<file path="config.mk">
export PLATFORM = sky130hd
export DESIGN_NAME = alu_input_ctrl
export DESIGN_NICKNAME = d
export VERILOG_FILES = /design/src/rtl/alu_pkg.sv /design/src/rtl/btn_sync_edge.sv /design/src/rtl/alu_input_ctrl.sv
export SDC_FILE = /design/constraint.sdc
export NUM_CORES = 1
export LEC_CHECK = 0
export ABC_AREA = 1
export CAP_MARGIN = 20
export CORE_UTILIZATION = 50
export DETAILED_ROUTE_END_ITERATION = 16
export DONT_BUFFER_PORTS = 1
export GPL_TIMING_DRIVEN = 0
export MAX_ROUTING_LAYER = met4
export PLACE_DENSITY_LB_ADDON = 0.12
export SYNTH_ARGS = -nofsm -noshare
export SYNTH_HDL_FRONTEND = slang
export SYNTH_SLANG_ARGS = --single-unit
</file>
<file path="constraint.sdc">
create_clock -name clk -period 1.3 [get_ports clk]
set_input_delay 0.26 -clock clk [delete_from_list [all_inputs] [get_ports clk]]
set_output_delay 0.26 -clock clk [all_outputs]
set_load 0.005 [all_outputs]
</file>
<file path="src/rtl/alu_pkg.sv">
// rtl/alu_pkg.sv - opcodes, FSM state encodings and opcode legality check shared by ALU, controller and bench
package alu_pkg;

  localparam logic [5:0] OP_ADD = 6'b100000;
  localparam logic [5:0] OP_SUB = 6'b100010;
  localparam logic [5:0] OP_AND = 6'b100100;
  localparam logic [5:0] OP_OR  = 6'b100101;
  localparam logic [5:0] OP_XOR = 6'b100110;
  localparam logic [5:0] OP_NOR = 6'b100111;
  localparam logic [5:0] OP_SRA = 6'b000011;
  localparam logic [5:0] OP_SRL = 6'b000010;

  typedef enum logic [2:0] {
    S_LOAD_A  = 3'd0,
    S_LOAD_B  = 3'd1,
    S_LOAD_OP = 3'd2,
    S_EXEC    = 3'd3,
    S_SHOW    = 3'd4
  } state_e;

  function automatic logic is_legal_op(input logic [5:0] op);
    case (op)
      OP_ADD, OP_SUB, OP_AND, OP_OR, OP_XOR, OP_NOR, OP_SRA, OP_SRL: return 1'b1;
      default: return 1'b0;
    endcase
  endfunction

endpackage

</file>
<file path="src/rtl/btn_sync_edge.sv">
// rtl/btn_sync_edge.sv - button synchroniser, optional debounce (BTN_DEBOUNCE_EN), one-cycle press pulse
module btn_sync_edge #(
  parameter int DEB_CYCLES = 16
) (
  input  logic clk,
  input  logic i_rst_n,
  input  logic i_btn,
  output logic o_pulse
);

  logic sync1_q, sync2_q;

  always_ff @(posedge clk or negedge i_rst_n) begin
    if (!i_rst_n) begin
      sync1_q <= 1'b0;
      sync2_q <= 1'b0;
    end else begin
      sync1_q <= i_btn;
      sync2_q <= sync1_q;
    end
  end

`ifdef BTN_DEBOUNCE_EN
  localparam int CW = $clog2(DEB_CYCLES + 1);

  logic [CW-1:0] cnt_q;
  logic          pulse_q;

  // Counter saturates at DEB_CYCLES so a held button fires only once.
  always_ff @(posedge clk or negedge i_rst_n) begin
    if (!i_rst_n) begin
      cnt_q   <= '0;
      pulse_q <= 1'b0;
    end else if (sync2_q) begin
      if (cnt_q != CW'(DEB_CYCLES)) cnt_q <= cnt_q + 1'b1;
      pulse_q <= (cnt_q == CW'(DEB_CYCLES - 1));
    end else begin
      cnt_q   <= '0;
      pulse_q <= 1'b0;
    end
  end

  assign o_pulse = pulse_q;
`else
  logic sync3_q;
  logic unused_deb;

  assign unused_deb = (DEB_CYCLES == 0);

  always_ff @(posedge clk or negedge i_rst_n) begin
    if (!i_rst_n) sync3_q <= 1'b0;
    else          sync3_q <= sync2_q;
  end

  assign o_pulse = sync2_q & ~sync3_q;
`endif

endmodule

</file>
<file path="src/rtl/alu_input_ctrl.sv">
// rtl/alu_input_ctrl.sv - switch/button sequencer latching A, B, OP for the ALU and registering its result (BTN_DEBOUNCE_EN)
module alu_input_ctrl
  import alu_pkg::*;
#(
  parameter int NB_DATA    = 4,
  parameter int NB_OP      = 6,
  parameter int NB_SW      = 8,
  parameter int DEB_CYCLES = 16
) (
  input  logic               clk,
  input  logic               i_rst_n,
  input  logic [NB_SW-1:0]   i_sw,
  input  logic [2:0]         i_btn,
  input  logic [NB_DATA-1:0] i_alu_result,
  output logic [NB_DATA-1:0] o_alu_a,
  output logic [NB_DATA-1:0] o_alu_b,
  output logic [NB_OP-1:0]   o_alu_op,
  output logic [NB_DATA-1:0] o_leds,
  output logic [2:0]         o_state,
  output logic               o_done,
  output logic               o_err
);

  logic [2:0] pulse;

  for (genvar g = 0; g < 3; g++) begin : g_btn
    btn_sync_edge #(.DEB_CYCLES(DEB_CYCLES)) u_btn (
      .clk     (clk),
      .i_rst_n (i_rst_n),
      .i_btn   (i_btn[g]),
      .o_pulse (pulse[g])
    );
  end

  state_e             state_q;
  logic [NB_DATA-1:0] a_q, b_q, leds_q;
  logic [NB_OP-1:0]   op_q;
  logic               done_q, err_q;
  logic [NB_OP-1:0]   sw_op;
  logic               unused_sw;

  assign sw_op     = i_sw[NB_OP-1:0];
  assign unused_sw = ^i_sw[NB_SW-1:NB_OP];

  // Only the button the current state expects is served; any other press is an order error.
  always_ff @(posedge clk or negedge i_rst_n) begin
    if (!i_rst_n) begin
      state_q <= S_LOAD_A;
      a_q     <= '0;
      b_q     <= '0;
      op_q    <= OP_ADD;
      leds_q  <= '0;
      done_q  <= 1'b0;
      err_q   <= 1'b0;
    end else begin
      done_q <= 1'b0;
      err_q  <= 1'b0;
      case (state_q)
        S_LOAD_A, S_SHOW: begin
          if (pulse[0]) begin
            a_q     <= i_sw[NB_DATA-1:0];
            state_q <= S_LOAD_B;
          end else if (pulse[1] || pulse[2]) begin
            err_q <= 1'b1;
          end
        end
        S_LOAD_B: begin
          if (pulse[1]) begin
            b_q     <= i_sw[NB_DATA-1:0];
            state_q <= S_LOAD_OP;
          end else if (pulse[0] || pulse[2]) begin
            err_q <= 1'b1;
          end
        end
        S_LOAD_OP: begin
          if (pulse[2]) begin
            if (is_legal_op(sw_op)) begin
              op_q    <= sw_op;
              state_q <= S_EXEC;
            end else begin
              err_q <= 1'b1;
            end
          end else if (pulse[0] || pulse[1]) begin
            err_q <= 1'b1;
          end
        end
        S_EXEC: begin
          leds_q  <= i_alu_result;
          done_q  <= 1'b1;
          state_q <= S_SHOW;
        end
        default: state_q <= S_LOAD_A;
      endcase
    end
  end

  assign o_alu_a  = a_q;
  assign o_alu_b  = b_q;
  assign o_alu_op = op_q;
  assign o_leds   = leds_q;
  assign o_state  = state_q;
  assign o_done   = done_q;
  assign o_err    = err_q;

endmodule

</file>
==> results by group, run 1 <==
Synthesis
  • Synth area leaders: dfrtp_1 (63%), nand2_1 (13%), o21ai_0 (4.8%), inv_1 (4.2%), nand3_2 (2.4%)
  • Share of the synthesized area in the top cell type: 62.56%
  • Syn nets: 141
  • Seq/Total Area, Yosys: 64.68%
  • Yosys warnings: 0
  • Synth unique cells: 18
  • Cell Area, Synth: 1240 sq um
  • Post-Syn Instances: 124
  • Mean post-synth cell area: 10.00 sq um
  • Yosys top cell by area: dfrtp_1
  • #FFs+latches synth: 32

Floorplanning
  • FP Rows: 17
  • Core area: 2276 sq um
  • Die area: 2683 sq um
  • Die Width: 51.80 microns
  • Starting Density: 54.48%
  • Top Ports: 40
  • Die boundary height: 51.80 microns

Place
  • Post-detail-place hpwl: 1416 microns
  • Area after DPL: 1275 sq um
  • Gpl congestion: 0.8179
  • Number of port buffers: 0
  • Post-Place Cells: 152

Global route
  • Grt ovf: 0
  • Vias in the first global route: 840
  • GR Util All Layers: 19.27%
  • Largest net degree at the start of global routing: 33
  • Initial antenna violation count: 0
  • First-pass GRT wire length: 3463 microns

Critical path
  • Arr. time, crit path: 1.39 ns
  • Startpoint Class: flip-flop
  • Slowest stage delay, CP: 0.43 ns
  • Crit path buf inv count: 2
  • Crit-path cells: inv_2 > nand2_2 > inv_1 > nand2_1 > nand2_1 > o21ai_0
  • CP max-delay cell: dfrtp_1
  • Critical Path Source: o_state[1]
  • Setup CP Type: reg -> reg
  • CP endpoint kind: flip-flop
  • Worst reg2reg setup slack: 0.11 ns
  • Cell family with most CP delay: flip-flops
  • RR Startpoint: o_state[1]
  • CP most frequent cell: nand2_1
  • Critical Path RT: 1.50 ns
  • Crit-path max FO: 8

Clock tree
  • Clk slew on worst S/H paths: 0.09 ns
  • Worst-Skew Late Latency: 0.32 ns
  • Total CTS buffers: 5
  • Post-CTS Setup Inserts: 0
  • Max H-tree Level: 2
  • CTS Buffer Depth: 2
  • CTS Sinks: 32
  • Clock root buffer: clkbuf_4
  • CTS tree: yes

Timing
  • Final Hold Fails: 0
  • Clock skew: 0.003492 ns
  • Fmax: 0.8407 GHz
  • Min Tclk post-route: 1.189 ns
  • Fin. max-slew vios: 0
  • TNS Setup: 0 ns
  • Rel. slew slack: 82.37%
  • RSZ-0062 raised after global routing: no
  • Hold Slack: 0.02806 ns
  • Final period util: 91.50%
  • # setup viols final: 0
  • Slew @ Worst Pin: 0.2638 ns

Layout
  • Share of cells above drive strength 1: 16.06%
  • FILL cells: 185
  • Layout Nets: 153
  • Post-Layout Cell Count: 165
  • Synth-to-layout area growth: 12.41%
  • Number of diodes: 0
  • Cell area after layout: 1394 sq um

Detailed routing
  • DRT Wirelength: 1969 microns
  • Initial DRC count: 12
  • Vias: 837
  • Routed Antenna Nets: 0
  • DRC: 0
  • Avg WL per Cell: 11.93 microns
  • Number of vias per cell: 5.073
  • DR pass1 iterations: 4

Power and ir drop
  • Net switching power: 1.026 mW
  • Pwr/cell area: 2089 nW/um^2
  • Flop pwr share: 55.1%
  • Comb power frac: 25.6%
  • Max VDD drop: 0.001102 V
  • Sw Share: 35.24%
  • Leak: 0.7249 nW
  • Clock power frac: 19.3%
  • Cell Int Power: 1.885 mW

Status
  • Status: finished clean

Hold path
  • Min-Delay Startpoint: i_sw[5]
  • Min-Delay Path Class: in -> reg

Run
  • Max Cap Viol: 0
==> layer usage <==
metal	GRT usage, %	routed length (microns)	up-vias
li1	-	-	411
met5	-	0	-
met3	10.23	153	6
met1	22.14	895	388
met2	27.71	886	32
met4	9.009	34	0
==> cell usage after synthesis <==
master and instances:
a21oi_1 1, a21oi_4 1, dfrtp_1 31, dfstp_2 1
inv_1 14, inv_2 5, nand2_1 43, nand2_2 1
nand3_1 2, nand3_2 3, nand3_4 1, nor2_1 4
nor2_2 1, nor2_4 1, nor3_4 1, o21ai_0 12
o21ai_1 1, o22ai_1 1
==> flip-flops by register name, indices dropped and copies added, names as in the netlist <==
signal,flops
g_btn.u_btn.sync3_q,3
o_alu_op,6
o_leds,4
o_done,1
o_err,1
o_alu_a,4
o_alu_b,4
g_btn.u_btn.sync1_q,3
o_state,3
g_btn.u_btn.sync2_q,3
==> what timing repair did <==
item                                    in CTS  in global routing
hold buffers                                 5                  0
hold endpoints to repair                    35                  0
resized for setup                            0                  2
endpoints found under the setup margin       0                  2
==> area by class of cell <==
| type | instances | area, sq um | area share, % |
|---|---|---|---|
| flip-flops and latches | 32 | 802.0 | 57.54 |
| multi-input cells | 73 | 366.6 | 26.30 |
| inverters | 19 | 71.32 | 5.117 |
| repair buffers | 5 | 60.06 | 4.309 |
| clock buffers | 8 | 58.81 | 4.219 |
| well taps | 28 | 35.03 | 2.513 |
==> stage by stage <==
step / power [mW] / setup slack (ns) / utilization (%)
final: 2.911 / 0.1106 / 61.24
after global routing: 3.184 / 0.0001555 / 61.24
after CTS: 2.956 / 0.09829 / 61.24
after detailed placement: 2.350 / 0.1156 / 56.02
after global placement: 2.312 / 0.1395 / 56.02
after floorplan: 2.182 / 0.2675 / -
==> cells in the final DEF, fill, tap and decap left out <==
cell type / instances
nand2_1: 43
dfrtp_1: 31
inv_1: 14
o21ai_0: 10
inv_2: 5
clkbuf_4: 5
nor2_1: 4
dlygate4sd3_1: 4
nand3_2: 3
o21ai_1: 3
nand3_1: 2
clkbuf_1: 2
nand2_2: 1
nor2_2: 1
a21oi_4: 1
o22ai_1: 1
a21oi_1: 1
nor3_4: 1
nor2_4: 1
nand3_4: 1
clkbuf_8: 1
buf_12: 1
dfstp_2: 1
==> power by group through the flow <==
stage | Clock (mW) | Combinational, mW | Sequential [mW]
after global placement | 0 | 0.686 | 1.63
after CTS | 0.587 | 0.756 | 1.61
after floorplan | 0 | 0.608 | 1.57
after detailed placement | 0 | 0.720 | 1.63
final | 0.562 | 0.745 | 1.60
after global routing | 0.645 | 0.880 | 1.66
==> worst paths after layout <==
check / end / cells past startpoint
min in group asynchronous: o_err / 2
max in group asynchronous: o_alu_op[5] / 2
max: o_alu_a[0] / 6
min reg2reg: g_btn[2].u_btn.sync2_q / 0
max reg2reg: o_alu_a[0] / 6
min: o_alu_op[5] / 2
==> logic make-up (layout without fill, tap and decap cells) <==
logic type / after synthesis / count (layout) / synth area share (%)
and+or+nand+nor: 57 / 57 / 22.10
buffers and inverters: 19 / 32 / 5.752
DFF: 32 / 32 / 64.68
AOI/OAI and AO/OA: 16 / 16 / 7.467
Power figures use the tool's default switching activity.
==> inputs of run 2 (changes only) <==
--- a/config.mk
+++ b/config.mk
@@ -7,6 +7,7 @@
 export LEC_CHECK = 0
 export ABC_AREA = 1
 export CAP_MARGIN = 20
+export CORE_MARGIN = 3
 export CORE_UTILIZATION = 50
 export DETAILED_ROUTE_END_ITERATION = 16
 export DONT_BUFFER_PORTS = 1
==> run 2 against run 1 <==
  * Sequential cell count stayed put
  * Sequential power about the same
  * Fmax up 2.2%
  * Clock power down 7.7%
  * Clock skew up 0.0045 ns
  * Sequential share of layout area rose by 0.35 points
  * Critical endpoint is now o_alu_b[1]
==> results by group, run 2 (same netlist as run 1, synthesis figures left out) <==
Floorplanning
  • Die boundary height: 55.80 microns
  • Core area: 2276 sq um
  • Die area: 3114 sq um
  • Die Width: 55.80 microns
  • Top Ports: 40
  • Starting Density: 54.48%
  • FP Rows: 17

Clock tree
  • Max H-tree Level: 2
  • Clk slew on worst S/H paths: 0.09 ns
  • Post-CTS Setup Inserts: 0
  • Clock root buffer: clkbuf_4
  • CTS Sinks: 32
  • Total CTS buffers: 5
  • Worst-Skew Late Latency: 0.33 ns
  • CTS Buffer Depth: 2
  • CTS tree: yes

Run
  • Max Cap Viol: 0

Power and ir drop
  • Net switching power: 1.051 mW
  • Cell Int Power: 1.837 mW
  • Leak: 0.7182 nW
  • Max VDD drop: 0.001169 V
  • Comb power frac: 26.1%
  • Sw Share: 36.40%
  • Pwr/cell area: 2082 nW/um^2
  • Flop pwr share: 55.9%
  • Clock power frac: 18.0%

Detailed routing
  • DRC: 0
  • Vias: 836
  • Initial DRC count: 16
  • Routed Antenna Nets: 0
  • DRT Wirelength: 2139 microns
  • DR pass1 iterations: 4
  • Avg WL per Cell: 12.96 microns
  • Number of vias per cell: 5.067

Layout
  • Number of diodes: 0
  • Commonest non-fill, non-tap cell in the layout: nand2_1
  • Synth-to-layout area growth: 11.91%
  • Post-Layout Cell Count: 165
  • Most frequent cells in the layout: nand2_1 (42), dfrtp_1 (30), inv_1 (14), o21ai_0 (11)
  • Layout Nets: 153
  • Max FFs per register: 6
  • Register area: 803.3 sq um
  • Multi-input logic area: 369.1 sq um
  • Share of cells above drive strength 1: 16.79%
  • FILL cells: 191

Global route
  • GR Util All Layers: 16.17%
  • Largest net degree at the start of global routing: 33
  • Vias in the first global route: 854
  • First-pass GRT wire length: 3719 microns
  • Grt ovf: 0
  • Initial antenna violation count: 0

Timing
  • Clock skew: 0.008041 ns
  • Fin. max-slew vios: 0
  • RSZ-0062 raised after global routing: no
  • Final setup margin: 0.1359 ns
  • Fmax: 0.8590 GHz
  • Slew @ Worst Pin: 0.2753 ns
  • # setup viols final: 0
  • Min Tclk post-route: 1.164 ns
  • Final period util: 89.55%
  • Final Hold Fails: 0
  • TNS Setup: 0 ns
  • Rel. slew slack: 81.58%

Critical path
  • Crit path buf inv count: 2
  • Cell family with most CP delay: flip-flops
  • CP max-delay cell: dfrtp_1
  • Cell count along the critical path: 6
  • RR Startpoint: o_state[1]
  • CP endpoint kind: flip-flop
  • Critical Path Source: o_state[1]
  • R2R depth: 6
  • Startpoint Class: flip-flop
  • Critical Path RT: 1.51 ns
  • Crit-path max FO: 8
  • Setup CP Type: reg -> reg
  • Arr. time, crit path: 1.37 ns
  • Reg-to-reg endpoint: o_alu_b[1]
  • CP Capture Point: o_alu_b[1]
  • CP most frequent cell: inv_2
  • Worst reg2reg setup slack: 0.14 ns
  • Crit-path cells: inv_2 > nand3_2 > inv_2 > nand3_4 > nand2_1 > o21ai_0
  • Slowest stage delay, CP: 0.43 ns

Place
  • Gpl congestion: 0.7579
  • Place WS: 0.09182 ns
  • Post-detail-place hpwl: 1522 microns
  • Number of port buffers: 0
  • Post-Place Cells: 152

Status
  • Status: finished clean

Hold path
  • Min-Delay Path Class: in -> reg
## run 2: power by group through the flow
stage	Clock, mW	Sequential (mW)	Combinational (mW)
after floorplan	0	1.57	0.608
after global placement	0	1.63	0.686
after detailed placement	0	1.64	0.720
after CTS	0.539	1.62	0.758
after global routing	0.582	1.66	0.890
final	0.519	1.61	0.755
## run 2: worst min-delay path by stage
stage | from | to | slack [ns] | cells past startpoint
floorplan | i_rst_n | g_btn[0].u_btn.sync1_q | -0.04 | 0
global placement | i_rst_n | o_leds[0] | -0.03 | 0
detailed placement | i_rst_n | o_leds[0] | -0.03 | 0
CTS | i_sw[5] | o_alu_op[5] | 0.02 | 2
global route | i_alu_result[1] | o_leds[1] | 0.03 | 2
finish | i_sw[5] | o_alu_op[5] | 0.03 | 2
## run 2: worst reg2reg max path, stage by stage (launching register included)
cell	delay [ns]
dfrtp_1	0.43
inv_2	0.12
nand3_2	0.11
inv_2	0.12
nand3_4	0.11
nand2_1	0.08
o21ai_0	0.08
## run 2: timing repair
item,4_1_cts,5_1_grt
hold endpoints to repair,35,0
gates resized for setup,0,3
hold buffers,5,0
endpoints found under the setup margin,0,6
## run 2: area by class of cell
| class | instances | share of cell area, % |
|---|---|---|
| clock buffers | 8 | 3.517 |
| inverters | 19 | 5.140 |
| multi-input cells | 73 | 26.60 |
| flip-flops and latches | 32 | 57.89 |
| well taps | 28 | 2.525 |
| repair buffers | 5 | 4.328 |
## run 2: per-stage QoR
step | hold WS (ns) | utilization, % | instance area (sq um) | total power [mW]
2_1_floorplan | -0.03559 | - | 1240 | 2.182
3_3_place_gp | -0.03485 | 56.02 | 1275 | 2.320
3_5_place_dp | -0.03490 | 56.02 | 1275 | 2.364
4_1_cts | 0.01641 | 60.80 | 1384 | 2.921
5_1_grt | 0.02591 | 60.97 | 1388 | 3.136
6_report | 0.02591 | 60.97 | 1388 | 2.888
## run 2: metal layers
| metal | up-vias | global-route usage, % | share of wire [%] |
|---|---|---|---|
| li1 | 407 | - | - |
| met1 | 395 | 18.32 | 42 |
| met4 | 0 | 6.250 | 1.9 |
| met5 | - | - | 0 |
| met2 | 29 | 23.99 | 47 |
| met3 | 5 | 8.817 | 8.9 |
